<file path="config.mk">
export PLATFORM = sky130hd
export DESIGN_NAME = weighted_arbiter
export DESIGN_NICKNAME = d
export VERILOG_FILES = /design/src/rtl/arbiter_pkg.sv /design/src/rtl/rr_mask_select.sv /design/src/rtl/weighted_arbiter.sv
export SDC_FILE = /design/constraint.sdc
export NUM_CORES = 1
export LEC_CHECK = 0
export ABC_AREA = 1
export CELL_PAD_IN_SITES_DETAIL_PLACEMENT = 1
export CELL_PAD_IN_SITES_GLOBAL_PLACEMENT = 1
export CORE_MARGIN = 3
export CORE_UTILIZATION = 33
export CTS_CLUSTER_DIAMETER = 100
export DETAILED_ROUTE_END_ITERATION = 6
export PLACE_DENSITY_LB_ADDON = 0.1
export REMOVE_ABC_BUFFERS = 1
export SYNTH_ARGS = -nofsm -noshare
export SYNTH_HDL_FRONTEND = slang
export SYNTH_SLANG_ARGS = --single-unit
</file>
<file path="constraint.sdc">
create_clock -name clk -period 2.3 [get_ports clk]
set_input_delay 0.46 -clock clk [delete_from_list [all_inputs] [get_ports clk]]
set_output_delay 0.46 -clock clk [all_outputs]
set_load 0.02 [all_outputs]
</file>
<file path="src/rtl/arbiter_pkg.sv">
// Shared constants and helpers for the weighted arbiter.
// Selects arbitration type / base priority and sizes the encoded index.
package arbiter_pkg;

  localparam string TYPE_RR  = "ROUND_ROBIN";
  localparam string TYPE_PRI = "PRIORITY";
  localparam string LSB_LOW  = "LOW";
  localparam string LSB_HIGH = "HIGH";

  typedef enum logic {
    IDLE = 1'b0,
    HOLD = 1'b1
  } arb_state_t;

  // Index width, never below one bit.
  function automatic int enc_w(input int n);
    return (n > 2) ? $clog2(n) : 1;
  endfunction

endpackage

</file>
<file path="src/rtl/rr_mask_select.sv">
// Rotating find-first: request & ~exclude, searched from start.
// Ports: request, exclude, start in; winner (one-hot), winner_idx, valid out.
module rr_mask_select
  import arbiter_pkg::*;
#(
  parameter int    PORTS        = 4,
  parameter string LSB_PRIORITY = "LOW",
  localparam int   IW           = enc_w(PORTS)
) (
  input  logic [PORTS-1:0] request,
  input  logic [PORTS-1:0] exclude,
  input  logic [IW-1:0]    start,
  output logic [PORTS-1:0] winner,
  output logic [IW-1:0]    winner_idx,
  output logic             valid
);

  localparam bit HI = (LSB_PRIORITY == "HIGH");

  logic [PORTS-1:0] elig;
  logic [PORTS-1:0] in_win;
  logic [PORTS-1:0] masked;
  logic [PORTS-1:0] pick;

  always_comb begin
    elig = request & ~exclude;
    for (int i = 0; i < PORTS; i++) begin
      in_win[i] = HI ? (i <= int'(start))
                     : (i >= int'(start));
    end
    masked = elig & in_win;
    // Nothing at or past start: wrap to the unmasked set.
    pick = (|masked) ? masked : elig;
    winner_idx = '0;
    if (HI) begin
      for (int i = 0; i < PORTS; i++)
        if (pick[i]) winner_idx = IW'(i);
    end else begin
      for (int i = PORTS - 1; i >= 0; i--)
        if (pick[i]) winner_idx = IW'(i);
    end
    valid  = |elig;
    winner = valid ? (PORTS'(1) << winner_idx) : '0;
  end

endmodule

</file>
<file path="src/rtl/weighted_arbiter.sv">
// Weighted round-robin / quota-limited priority arbiter, registered outputs.
// Ports: clk, rst_n, request, acknowledge, weight in; grant, grant_valid, grant_encoded, credit out.
module weighted_arbiter
  import arbiter_pkg::*;
#(
  parameter int    PORTS        = 4,
  parameter string TYPE         = "ROUND_ROBIN",
  parameter string LSB_PRIORITY = "LOW",
  parameter int    WEIGHT_W     = 4,
  localparam int   IW           = enc_w(PORTS)
) (
  input  logic                      clk,
  input  logic                      rst_n,
  input  logic [PORTS-1:0]          request,
  input  logic [PORTS-1:0]          acknowledge,
  input  logic [PORTS*WEIGHT_W-1:0] weight,
  output logic [PORTS-1:0]          grant,
  output logic                      grant_valid,
  output logic [IW-1:0]             grant_encoded,
  output logic [WEIGHT_W-1:0]       credit
);

  localparam bit HI  = (LSB_PRIORITY == "HIGH");
  localparam bit PRI = (TYPE == "PRIORITY");
  localparam logic [IW-1:0] LAST = IW'(PORTS - 1);
  localparam logic [IW-1:0] BASE = HI ? LAST : '0;

  arb_state_t state;
  logic [IW-1:0] ptr;

  logic [WEIGHT_W-1:0] w_arr [PORTS];
  logic                hold;
  logic                req_h;
  logic                ack_ev;
  logic                exhaust;
  logic                rel;
  logic [IW-1:0]       nxt_h;
  logic [IW-1:0]       start;
  logic [PORTS-1:0]    excl;
  logic [WEIGHT_W-1:0] load_w;
  logic [WEIGHT_W-1:0] hold_w;

  logic [PORTS-1:0]    sel_oh;
  logic [IW-1:0]       sel_idx;
  logic                sel_v;

  always_comb begin
    for (int i = 0; i < PORTS; i++)
      w_arr[i] = weight[i*WEIGHT_W +: WEIGHT_W];
    hold    = (state == HOLD);
    req_h   = request[grant_encoded];
    ack_ev  = hold & acknowledge[grant_encoded] & req_h;
    exhaust = ack_ev & (credit == WEIGHT_W'(1));
    // A dropped request wins over a coincident ack.
    rel     = hold & (~req_h | exhaust);
    if (HI)
      nxt_h = (grant_encoded == '0) ? LAST : grant_encoded - 1'b1;
    else
      nxt_h = (grant_encoded == LAST) ? '0 : grant_encoded + 1'b1;
    // Rotation resumes just past the holder being released.
    start   = PRI ? BASE : (rel ? nxt_h : ptr);
    // Holder sits out one round only when its quota ran out.
    excl    = exhaust ? grant : '0;
    load_w  = w_arr[sel_idx];
    if (load_w == '0) load_w = WEIGHT_W'(1);
    hold_w  = w_arr[grant_encoded];
    if (hold_w == '0) hold_w = WEIGHT_W'(1);
  end

  rr_mask_select #(
    .PORTS        (PORTS),
    .LSB_PRIORITY (LSB_PRIORITY)
  ) u_sel (
    .request    (request),
    .exclude    (excl),
    .start      (start),
    .winner     (sel_oh),
    .winner_idx (sel_idx),
    .valid      (sel_v)
  );

  always_ff @(posedge clk) begin
    if (!rst_n) begin
      state         <= IDLE;
      grant         <= '0;
      grant_valid   <= 1'b0;
      grant_encoded <= '0;
      credit        <= '0;
      ptr           <= BASE;
    end else if (!hold || rel) begin
      if (rel) ptr <= nxt_h;
      if (sel_v) begin
        state         <= HOLD;
        grant         <= sel_oh;
        grant_valid   <= 1'b1;
        grant_encoded <= sel_idx;
        credit        <= load_w;
      end else if (exhaust) begin
        // Sole requester: re-grant with a fresh quota.
        credit <= hold_w;
      end else begin
        state         <= IDLE;
        grant         <= '0;
        grant_valid   <= 1'b0;
        grant_encoded <= '0;
        credit        <= '0;
      end
    end else if (ack_ev) begin
      credit <= credit - 1'b1;
    end
  end

endmodule
</file>
### Word level (Yosys, flattened, before mapping)

Cells that the tools add are included.

| word-level totals | value |
|---|---|
| register bits after elaboration | 13 |
| bits of input ports | 26 |
| output and inout bits | 11 |
| word-level logic and storage cells | 65 |

| cells by class | value |
|---|---|
| $add $sub $neg | 2 |
| order comparisons | 6 |
| equality and inequality tests | 3 |
| shift-type cells | 1 |
| mux-type cells | 29 |
| bitwise logic cells | 11 |
| reduce and logical (&&, ||, !) cells | 8 |

Operators with widths:

| kind | number |
|---|---|
| $mux 4 | 13 |
| $bmux 4 s2 | 2 |
| $mux 2 | 8 |
| $and 4x4->4 | 2 |
| $logic_not 4->1 | 2 |
| $reduce_or 4->1 | 2 |
| $ge 3x3->1 const B | 2 |
| $not 2->3 | 2 |
| $and 1x1->1 | 4 |
| $bmux 1 s2 | 2 |
| $eq 4x1->1 const B | 1 |
| $ge 1x2->1 const A | 2 |
| $mux 1 | 4 |
| $not 4->4 | 1 |
| $shl 1x2->4 const A | 1 |
| $sub 4x1->4 const B | 1 |
| $lt 2x3->1 const B | 1 |
| $add 2x1->2 const B | 1 |
| $eq 2x2->1 const B | 1 |
| $ge 2x2->1 const A | 1 |
| $ne 2x1->1 const B | 1 |
| $reduce_and 2->1 | 1 |
| $reduce_bool 2->1 | 1 |
| $logic_not 1->1 | 1 |
| other kinds (3) | 3 |

### Depth between registers and ports, before layout

| logic depth | value |
|---|---|
| depth in word-level cells | 24 |
| gate-level depth with buffers | 21 |
| depth with buffers taken out | 21 |

### Hierarchy

From an unflattened synthesis, not the netlist that was laid out.

| unflattened totals | value |
|---|---|
| cell total of the unflattened synthesis | 237 |
| area, all modules | 1417.6 um^2 |

By module, submodules not included:

| module | instances | cells each | area an instance (um^2) |
|---|---|---|---|
| weighted_arbiter | 1 | 200 | 1228.7 |
| rr_mask_select | 1 | 37 | 188.9 |

### Least setup slack after synthesis

No wires, ideal clock.

| path | value |
|---|---|
| path kind | register to register |
| start point | register credit[0] |
| end point | register credit[0] |
| arrival time | 2151 ps |
| data required time | 2177 ps |
| path slack | 26 ps |
| cell stages (with the launch flop) | 21 |
| buffers on the path | 0 |
| clock period less this slack | 2274 ps |
| cell sequence | dfxtp_1 -> ha_1 -> nand4_4 -> inv_1 -> nand2_2 -> nor2_4 -> nand2_2 -> inv_2 -> nor2_2 -> a21oi_4 -> nand3_2 -> nand2_4 -> nor2_4 -> nand2_4 -> clkinv_4 -> nand2_1 -> nand2_1 -> nand3_1 -> nand2_1 -> nand2_1 -> a21oi_2 |

| between the ends | value |
|---|---|
| cells in the longest elaborated chain, start to end | 21 |
| elaborated cells on any way between the ends | 32 |
| classes of those cells | 1 x add/sub; 3 x order compare; 1 x eq/ne; 15 x mux; 7 x bitwise; 5 x reduce/logical |

RTL lines:

| what | line | text |
|---|---|---|
| start: declaration | weighted_arbiter.sv:20 | `output logic [WEIGHT_W-1:0] credit` |
| start signal: assignment | weighted_arbiter.sv:97 | `credit <= load_w;` |
| start signal: assignment | weighted_arbiter.sv:100 | `credit <= hold_w;` |
| start signal: assignment | weighted_arbiter.sv:109 | `credit <= credit - 1'b1;` |
| $eq 4x1->1 | weighted_arbiter.sv:53 | `exhaust = ack_ev & (credit == WEIGHT_W'(1));` |
| $and 1x1->1 | weighted_arbiter.sv:53 |  |
| $or 1x1->1 | weighted_arbiter.sv:55 | `rel = hold & (~req_h \| exhaust);` |
| $and 1x1->1 | weighted_arbiter.sv:55 |  |
| $mux 2 | -- |  |
| $ge 1x2->1 or $ge 2x2->1 (tied branches) | rr_mask_select.sv:29 | `: (i >= int'(start));` |
| $and 4x4->4 | rr_mask_select.sv:31 | `masked = elig & in_win;` |
| $reduce_or 4->1 | rr_mask_select.sv:33 | `pick = (\|masked) ? masked : elig;` |
| $mux 4 | rr_mask_select.sv:33 |  |
| $mux 2 (4 in series) | rr_mask_select.sv:40 | `if (pick[i]) winner_idx = IW'(i);` |
| $not 2->3 (implied by the code) | weighted_arbiter.sv:64 | `load_w = w_arr[sel_idx];` |
| $bmux 4 s2 | weighted_arbiter.sv:64 |  |
| $mux 4 (implied by the code) (2 in series) | weighted_arbiter.sv:64 |  |
| $logic_not 4->1 | weighted_arbiter.sv:65 | `if (load_w == '0) load_w = WEIGHT_W'(1);` |
| $mux 4 | weighted_arbiter.sv:65 |  |
| $mux 4 | weighted_arbiter.sv:92 | `if (sel_v) begin` |
| $mux 4 | weighted_arbiter.sv:90 | `end else if (!hold \|\| rel) begin` |

Parallel ways exist; a longest one is shown, timed or not. The select of a mux whose other input is x is not followed.
A chain may end at the register's enable or synchronous reset.

### Worst setup path in the final report

| path | value |
|---|---|
| start point | register grant_encoded[0] |
| end point | register credit[0] |

| between the ends | value |
|---|---|
| cells in the longest elaborated chain, start to end | 24 |
| elaborated cells on any way between the ends | 45 |
| classes of those cells | 1 x add/sub; 3 x order compare; 1 x eq/ne; 23 x mux; 11 x bitwise; 6 x reduce/logical |

RTL lines:

| what | line | text |
|---|---|---|
| start: declaration | weighted_arbiter.sv:19 | `output logic [IW-1:0] grant_encoded,` |
| start signal: assignment | weighted_arbiter.sv:96 | `grant_encoded <= sel_idx;` |
| $bmux 1 s2 | weighted_arbiter.sv:52 | `ack_ev = hold & acknowledge[grant_encoded] & req_h;` |
| $mux 1 (implied by the code) | weighted_arbiter.sv:52 |  |
| $and 1x1->1 (2 in series) | weighted_arbiter.sv:52 |  |
| $and 1x1->1 | weighted_arbiter.sv:53 |  |
| $or 1x1->1 | weighted_arbiter.sv:55 |  |
| $and 1x1->1 | weighted_arbiter.sv:55 |  |
| $mux 2 | -- |  |
| $ge 1x2->1 or $ge 2x2->1 (tied branches) | rr_mask_select.sv:29 |  |
| [3 not listed] | -- |  |
| $mux 2 (4 in series) | rr_mask_select.sv:40 |  |
| $not 2->3 (implied by the code) | weighted_arbiter.sv:64 |  |
| $bmux 4 s2 | weighted_arbiter.sv:64 |  |
| $mux 4 (implied by the code) (2 in series) | weighted_arbiter.sv:64 |  |
| $logic_not 4->1 | weighted_arbiter.sv:65 |  |
| $mux 4 | weighted_arbiter.sv:65 |  |
| $mux 4 | weighted_arbiter.sv:92 |  |
| $mux 4 | weighted_arbiter.sv:90 |  |

Parallel ways exist; a longest one is shown, timed or not. The select of a mux whose other input is x is not followed.

==> key figures <==
Status
  • Status: finished with violations
  • Violated checks: setup timing

Floorplan
  • Die height: 70.8 µm
  • Core area: about 0.0039 mm²
  • Core Rows: 22
  • Io pins: 37
  • Die area: 0.00501 mm²
  • Die W: ~70 µm
  • Initial core utilization: 0.359

GRT
  • Met3 Usage GRT: 0.0355
  • GRT Total Usage: 0.253
  • Initial antenna violation count: 0
  • Busiest grt layer: met2
  • Grt total ovfl: 0
  • Met1 Resource Use GR: 0.295
  • Largest net degree at the start of global routing: 10
  • Grt met2 use: 0.478
  • Global-route wire length before repair: 10000 µm
  • Vias in the first global route: 2084

Worst hold path
  • Hold path endpoint: credit[1]$_SDFFE_PN0P_
  • Number of cells on the worst hold path: 3
  • Hold Startpoint: credit[1]$_SDFFE_PN0P_
  • Hold Crit Class: flop to flop

Yosys
  • Post-synthesis simple-gate area fraction: 0.444
  • EDFF count, synth: 0
  • Top cell type's share of synthesized area: 0.188
  • Cell Area, Synth: 0.00138 mm²
  • Proportion of synthesized area in mux cells: 0
  • Netlist cell types: 33
  • Post-synthesis compound-gate area fraction: 0.219
  • Synthesized flop and latch total: 13
  • Register area share after synthesis: 0.188
  • Top cells by count, synth: nand2_1 (45), inv_1 (30), o21ai_0 (19)
  • Area leader, netlist: dfxtp_1
  • Synth Flop Type: dfxtp_1
  • Most frequent cell after synthesis: nand2_1
  • Top area cells in the synthesized netlist: dfxtp_1 (19%), nand2_1 (12%), inv_1 (8.1%), o21ai_0 (6.9%), a21oi_1 (5.8%)
  • Yosys warning total: 0
  • Main combinational cell family by area after synthesis: simple AND/OR/NAND/NOR gates
  • Fraction of registers with async set or reset after synthesis: 0
  • Mean post-synth cell area: 6.41 µm²
  • Post-synthesis xor/xnor area fraction: 0.00633
  • Adder-Cell Fraction of Synth Area: 0.0271
  • Cells after synthesis: 216

STA
  • Clk_skew: between 0.01 and 0.015 ns
  • Slew @ Worst Pin: about 0.45 ns
  • Fmax: around 0.38 GHz
  • Min Tclk post-route: 2.61 ns
  • Final hold vios: 0
  • Worst rel slew slack: 0.700
  • Final Setup Violations: 10
  • Slew Limit Fails: 0
  • RSZ-0062 raised after global routing: yes
  • Setup ws final: -0.315 ns
  • Min Hold Slack: 0.639 ns
  • Final Cycle Share: 1.14

Critical path
  • CP startpoint: grant_encoded[0]$_SDFFE_PN0P_
  • Reg2Reg Setup Slack: -0.31 ns
  • Worst stage delay on the critical path: 0.38 ns
  • Crit path top cell by count: nand2_2
  • Endpoint class of the critical path: flop
  • R2r endpoint: credit[0]$_SDFFE_PN0P_
  • CP Data Arrival Time: between 2 and 3 ns
  • Critical R2R Launch: grant_encoded[0]$_SDFFE_PN0P_
  • Worst R2R Path Depth: 22
  • Crit path required time: roughly 2.5 ns
  • Setup CP Type: flop to flop
  • Slowest cell on crit path: dfxtp_4
  • CP Max Fanout: 6
  • Critical Path Start Type: flop
  • Crit path cell chain: buf_12 > nand2_2 > nand3_2 > nand2_4 > o21ai_4 > nand2_2 > nand2_2 > nand2_2 > nand2_2 > nand2_4 > nand2_2 > nand2_2 > buf_4 > nand2_4 > nand3b_1 > nand2_1 > nand2_1 > nand2_2 > nand3_1 > nand2_1 > nand2_2 > a21oi_2

Pwr
  • Sw frac: 0.496
  • PwrDens: approximately 800 mW/mm²
  • Leakage: between 1 and 1.5 nW
  • Sw Pwr: 0.00101 W
  • Register share of total power: 0.168
  • Logic pwr share: 0.722
  • Internal power: 0.00103 W
  • VDD IR max: 0.491 mV
  • Clock power frac: 0.110

Final layout
  • Antenna Cells: 0
  • Nets: about 340
  • Register area: 270 µm²
  • Number of fill cells: 478
  • Multi-input combinational cell area: 0.00120 mm²
  • Area delta synth->final: 84.8%
  • Layout cells sized above 1: 0.490

Clock tree
  • # clock sinks: 13
  • Clk buf depth: 2
  • CTS root buf: clkbuf_8
  • Clock edge transition at the registers on the reported setup and hold paths: 0.07 ns
  • H-tree Lvls: 1
  • CTS tree: done
  • CTS buffer count: 3
  • Clock insertion delay at the later pin of the skew report: 0.26 ns

Placement
  • Port buffer count: 36
  • DP Worst Slack: -0.593 ns
  • HPWL Detailed: 4210 µm
  • Routability congestion estimate: 0.799

Drt
  • Pre-Repair DR Iteration Count: 4
  • Via count: 1987
  • Drt first-iter violations: 115
  • DR WL/cell: 21.3 µm
  • Drc violations: 0
  • Via density: 5.52
  • Routed WL: approximately 7700 µm
  • DRT antenna net count: 0

Run
  • Max-Cap Viols: 0
-- power by group through the flow --
stage          Combinational, W  Sequential [W]  Clock (W)
5_1_grt                 0.00157        0.000348   0.000243
3_5_place_dp            0.00108        0.000326          0
6_report                0.00148        0.000343   0.000225
2_1_floorplan          0.000535        0.000402          0
3_3_place_gp            0.00105        0.000323          0
4_1_cts                 0.00123        0.000332   0.000219
-- area by class of cell --
type / count / share of cell area
inverter: 37 / 0.0641
tap: 48 / 0.0235
sequential: 13 / 0.106
clock buffer: 4 / 0.0176
multi-input combinational: 164 / 0.469
timing repair buffer: 94 / 0.320
-- critical path: cells and delay by family (launching register included) --
family | cells | cell delay, ns
DFF | 1 | 0.38
and+or+nand+nor | 18 | 1.51
buffers and inverters | 2 | 0.30
AOI/OAI and AO/OA | 2 | 0.31
-- routing by layer --
metal  vias to the layer above  wire length, µm
li1                        894                -
met1                       964             2820
met2                        97             3980
met3                        32              525
met4                         0              323
met5                         -                0
-- how the worst max path moves through the flow --
stage	slack, ns	depth (start not counted)	end
4_1_cts	-0.12	19	credit[1]$_SDFFE_PN0P_
2_1_floorplan	-0.27	21	credit[0]$_SDFFE_PN0P_
6_report	-0.31	22	credit[0]$_SDFFE_PN0P_
3_3_place_gp	-0.49	22	credit[0]$_SDFFE_PN0P_
3_5_place_dp	-0.59	22	credit[0]$_SDFFE_PN0P_
5_1_grt	-0.47	22	credit[0]$_SDFFE_PN0P_
-- through the flow --
step | power, W | instances | setup TNS (ns) | utilization | instance area (µm²)
finish | 0.00205 | 360 | -1.62 | 0.664 | 2560
global route | 0.00216 | 360 | -2.69 | 0.664 | 2560
CTS | 0.00178 | 358 | -0.508 | 0.614 | 2370
detailed placement | 0.00140 | 331 | -4.97 | 0.530 | 2040
global placement | 0.00138 | 331 | -4.00 | 0.530 | 2040
floorplan | 0.000937 | 213 | -1.49 | - | 1370
-- flip-flops by register name, indices dropped and copies added (netlist names) --
name           cells
grant_encoded      2
credit             4
grant              4
hold               1
ptr                2
-- layout by cell type, fill, tap and decap left out, drive strengths merged, types with 2 or more instances in the layout --
cell | synthesis | routed
a21oi | 19 | 19
a31oi | 2 | 2
buf | 2 | 58
clkbuf | 1 | 4
clkdlybuf4s15 | 0 | 2
clkdlybuf4s50 | 0 | 28
dfxtp | 13 | 13
dlygate4sd2 | 0 | 6
ha | 3 | 3
inv | 36 | 36
nand2 | 63 | 64
nand3 | 22 | 22
nand3b | 2 | 2
nand4 | 2 | 2
nor2 | 19 | 19
o211ai | 2 | 2
o21ai | 23 | 23
o22ai | 2 | 2
-- kinds of logic after synthesis --
family                     after synthesis
buffers and inverters                   40
xor gates and xnor gates                 1
and+or+nand+nor                        109
AOI/OAI and AO/OA                       50
DFF                                     13
adders and majority gates                3
-- timing repair --
action	CTS	global route
setup endpoints to repair	10	11
pin swaps	31	30
gates cloned	1	0
resized for setup	42	54
hold buffers	0	0
setup buffers	22	4
Power figures use the tool's default switching activity.
==> variant 1: new RTL, config.mk and constraints unchanged <==
The parameter `WEIGHT_W` goes from 4 to 3.
--- a/src/rtl/weighted_arbiter.sv
+++ b/src/rtl/weighted_arbiter.sv
@@ -6,7 +6,7 @@
   parameter int    PORTS        = 4,
   parameter string TYPE         = "ROUND_ROBIN",
   parameter string LSB_PRIORITY = "LOW",
-  parameter int    WEIGHT_W     = 4,
+  parameter int    WEIGHT_W     = 3,
   localparam int   IW           = enc_w(PORTS)
 ) (
   input  logic                      clk,
Ports: changed (resized credit and weight); port bits go from 37 to 32. No check against the original RTL was run, so the function may have changed too.
==> variant 1 against the unedited design <==
  * The flow still finishes with violations (setup timing)
  * Sequential cell count is 1 lower
  * Cell count is 7.8% lower
  * Area after synthesis is 10% lower
  * Cell area is 7.2% lower
  * Clock skew is 0.0030 ns lower
  * Total power is 15% lower
  * Sequential power is 8.7% lower
  * Wire length is 7.5% higher
  * Via count is 1.8% lower
  * Global-route usage is 5.8 points higher
  * Count of clock-buffer cells in the layout is 1 lower
  * Setup slack worse by 0.23 ns
  * Critical endpoint unchanged
  * Largest power group unchanged
  * Highest routed layer unchanged
==> variant 1: results (changes against the unedited design) <==
holdWs_ns: 0.589  # -0.0491 ns
drive_above_1_share_pct: 53.1  # +4.1 points
grtUsageMet1_pct: 35.5  # +6.0 points
via_per_inst: 5.88  # +6.5%
track_usage_pct: 31.1  # +5.8 points
post-place-cells: 312  # -5.7%
maxSlewHeadroom_pct: 66.1  # -3.9 points
outcome: "finished with violations"
syn_avg_cell_area_um2: 6.34  # -1.1%
fill_cells: 408  # -15%
grt_pass1_wl_um: 10300  # +2.6%
io_buffer_count: 31  # -14%
top_regs: "grant (4), credit (3)"
leakagePower_nw: 1.09  # -9.3%
p_seq_share_pct: 18.0  # +1.2 points
setup_ws_ns: -0.540  # -0.226 ns
startpoint: "credit[1]"
use_met2_pct: 55.6  # +7.8 points
p_sw_share_pct: 49.2  # -0.34 points
worstPathArrival_ns: 3.00  # +0.19 ns
drtPass1Iterations: 5  # +1
grt_pass1_vias: 2006  # -3.7%
yosysUniqueCellTypes: 28  # -15%
totalWireLength_um: 8230  # +7.5%
clock_power_w: 0.000198  # -12%
p_sw_w: 0.000854  # -16%
place_hpwl_um: 4140  # -1.5%
place.gp.congestion: 0.824  # +3.2%
hp-start: "grant[2]"
clock_path_buffers: 2  # unchanged
place_ws_ns: -0.795  # -0.202 ns
ys_top_cells_by_count: "nand2_1 (49), inv_1 (25), nor2_1 (22)"
synth_area_leaders: "dfxtp_1 (19%), nand2_1 (15%), inv_1 (7.6%), nor2_1 (6.6%), a21oi_1 (6.0%)"
yosysSeqAreaShare_pct: 19.3  # +0.53 points
endpoint: "credit[0]"
grt_start_max_net_pins: 10  # unchanged
met3_usage_pct: 6.82  # +3.3 points
fin_skew_ns: 0.00730  # -0.00302 ns
setup_viol: 9  # -1
num_vias: 1952  # -1.8%
violations: "setup timing"
cp_max_fo: 5  # -1
drt_iter0_markers: 103  # -10%
ir_worst_vdd_v: 0.000619  # +26%
setup_tns_ns: -2.58  # -0.962 ns
placed_area_um2: 1900  # -7.0%
[variant 1: layout make-up]
| type | count | area [µm²] | share of cell area [%] |
|---|---|---|---|
| Inverter | 31 | 123 | 5.17 |
| Tap cell | 46 | 57.6 | 2.42 |
| Clock buffer | 3 | 41.3 | 1.74 |
| Timing Repair Buffer | 87 | 752 | 31.7 |
| Multi-Input combinational cell | 153 | 1150 | 48.6 |
| Sequential cell | 12 | 248 | 10.4 |
[variant 1: worst min-delay path by stage]
stage,to,cells after the start
floorplan,ptr[1],2
global placement,grant[2],2
detailed placement,grant[2],2
CTS,grant[2],2
global route,grant[2],2
finish,grant[2],2
[variant 1: cells by family after synthesis]
kind of cell,count (synthesis),share of synthesized area (%)
adders and majority gates,3,3.02
DFF,12,19.3
AOI/OAI and AO/OA,39,19.8
and+or+nand+nor,109,46.8
buffers and inverters,32,10.3
xor gates and xnor gates,1,0.705
[variant 1: critical path, cell delays in order, from the launching register on]
cell	delay, ns
dfxtp_2	0.33
inv_2	0.08
ha_4	0.14
inv_4	0.04
nor2_4	0.14
nand3_4	0.13
nand2_4	0.13
nand2_4	0.08
nand2_4	0.09
nand2_4	0.08
nand2_4	0.08
nand2_4	0.08
a31oi_4	0.31
nand2_4	0.18
nor2_4	0.17
nor2_4	0.06
nor2_2	0.10
nand2_1	0.08
nand2_1	0.09
nand2_2	0.06
nand2_2	0.07
nand2_2	0.07
a21oi_2	0.15
[variant 1: repair_timing]
action,CTS,global route
buffers inserted,14,7
setup endpoints to repair,9,9
gates cloned,0,1
pin swaps,37,41
gates resized for setup,62,40
hold buffers,0,0
[variant 1: metal layers]
metal	up-vias	wire, µm
li1	821	-
met1	907	2940
met2	151	4090
met3	73	586
met4	0	609
met5	-	0
==> variant 2: new RTL, same flow settings <==
Made on the original files. Make the reset (`rst_n`) asynchronous in one clocked block.
--- a/src/rtl/weighted_arbiter.sv
+++ b/src/rtl/weighted_arbiter.sv
@@ -79,7 +79,7 @@
     .valid      (sel_v)
   );
 
-  always_ff @(posedge clk) begin
+  always_ff @(posedge clk or negedge rst_n) begin
     if (!rst_n) begin
       state         <= IDLE;
       grant         <= '0;
Check against the original RTL: differs if rst_n is asserted again (counterexample within 4 cycles, from zero or initial values and one cycle with rst_n low); with rst_n held inactive, the same outputs for 10 cycles.
==> variant 2 against the unedited design <==
  * Cell area fell by 10%
  * The flow still finishes with violations (setup timing)
  * Worst hold slack got worse by 0.098 ns
  * Critical path depth rose by 1
  * Setup slack got worse by 0.088 ns
  * Sequential share of layout area rose by 3.6 points
  * Combinational power rose by 95%
  * Area after synthesis rose by 1.3%
  * Sequential cell count did not move
  * Non-clock buffer count fell by 16
  * Largest power group unchanged
  * Total power rose by 75%
  * Wire length fell by 25%
==> variant 2: results (changes against the unedited design) <==
place.gp.congestion: 0.872  # +9.1%
cp_max_fo: 5  # -1
place_hpwl_um: 4290  # +1.8%
ys_top_cells_by_count: "nand2_1 (51), nand3_1 (21), inv_1 (19)"
post-place-cells: 309  # -6.6%
place_ws_ns: -0.651  # -0.0582 ns
placed_area_um2: 2000  # -1.9%
routedWlPerCell_um: 17.5  # -17%
cpMaxStageDelayCell: "clkdlybuf4s50_1"
leakagePower_nw: 1.10  # -8.5%
worstPathArrival_ns: 2.89  # +0.08 ns
fin_cells: 325  # -9.7%
met1_length_um: 2350  # -17%
grt_start_max_net_pins: 14  # +4
grt_pass1_wl_um: 9310  # -7.1%
fin_skew_ns: 0.00828  # -0.00204 ns
synthXorXnorAreaFrac_pct: 1.25  # +0.62 points
slowest_delay_ns: 0.47  # +0.09 ns
via_per_inst: 5.20  # -5.7%
worst_pin_slew_ns: 0.647  # +0.198 ns
outcome: "finished with violations"
p_sw_share_pct: 52.2  # +2.6 points
violations: "setup timing"
synth_compound_area_share_pct: 15.6  # -6.3 points
setup_ws_ns: -0.402  # -0.0877 ns
grt_pass1_vias: 1920  # -7.9%
setup_tns_ns: -2.23  # -0.613 ns
wl_met2_um: 3090  # -22%
drive_above_1_share_pct: 39.6  # -9.4 points
drt_iter0_markers: 76  # -34%
pwr_density_cell_nw_per_um2: 1560  # +95%
track_usage_pct: 23.3  # -2.0 points
met3_usage_pct: 3.27  # -0.28 points
wl_met3_um: 177  # -66%
syn_avg_cell_area_um2: 7.01  # +9.4%
grtUsageMet1_pct: 27.0  # -2.4 points
ir_worst_vdd_v: 0.000729  # +48%
yosys.area_share.adder_pct: 2.68  # -0.034 points
yosysSeqAreaShare_pct: 23.2  # +4.4 points
ys.flop_type: "dfrtp_1"
p_clk_share_pct: 6.0  # -5.0 points
synthArstFlopShare_pct: 100  # +100 points
p_comb_share_pct: 80.2  # +8.0 points
use_met2_pct: 44.1  # -3.7 points
synth_area_leaders: "dfrtp_1 (23%), nand2_1 (14%), nand3_1 (7.5%), nand2_2 (6.3%), inv_1 (5.1%)"
ctsResizeCount: 27  # -36%
postCtsSetupBuffers: 8  # -64%
setup_viol: 10  # unchanged
yosysUniqueCellTypes: 36  # +9.1%
## variant 2: changes by cell type after synthesis, sizes merged, moves of 3 or more
cell,delta
dfxtp,-13
buf,+3
nand3,+7
dfrtp,+13
a21oi,-10
nor2,-8
nand2,+6
inv,-13
## variant 2: final timing paths
kind,slack [ns],startpoint,end,depth (start not counted)
worst max-delay path,-0.40,acknowledge[1],credit[0],23
worst min-delay path,0.54,ptr[0],ptr[0],2
worst max register to register,-0.40,credit[1],credit[0],24
worst min register to register,0.54,ptr[0],ptr[0],2
max in group asynchronous,1.23,rst_n,grant_encoded[0],1
min in group asynchronous,0.60,rst_n,grant[3],1
## variant 2: layout make-up
type	instances	area [µm²]
Fill cell	507	1760
Clock buffer	3	41.3
Sequential cell	13	327
Clock inverter	1	5.00
Multi-Input combinational cell	157	1060
Inverter	23	91.3
Tap cell	50	62.6
Timing Repair Buffer	78	709
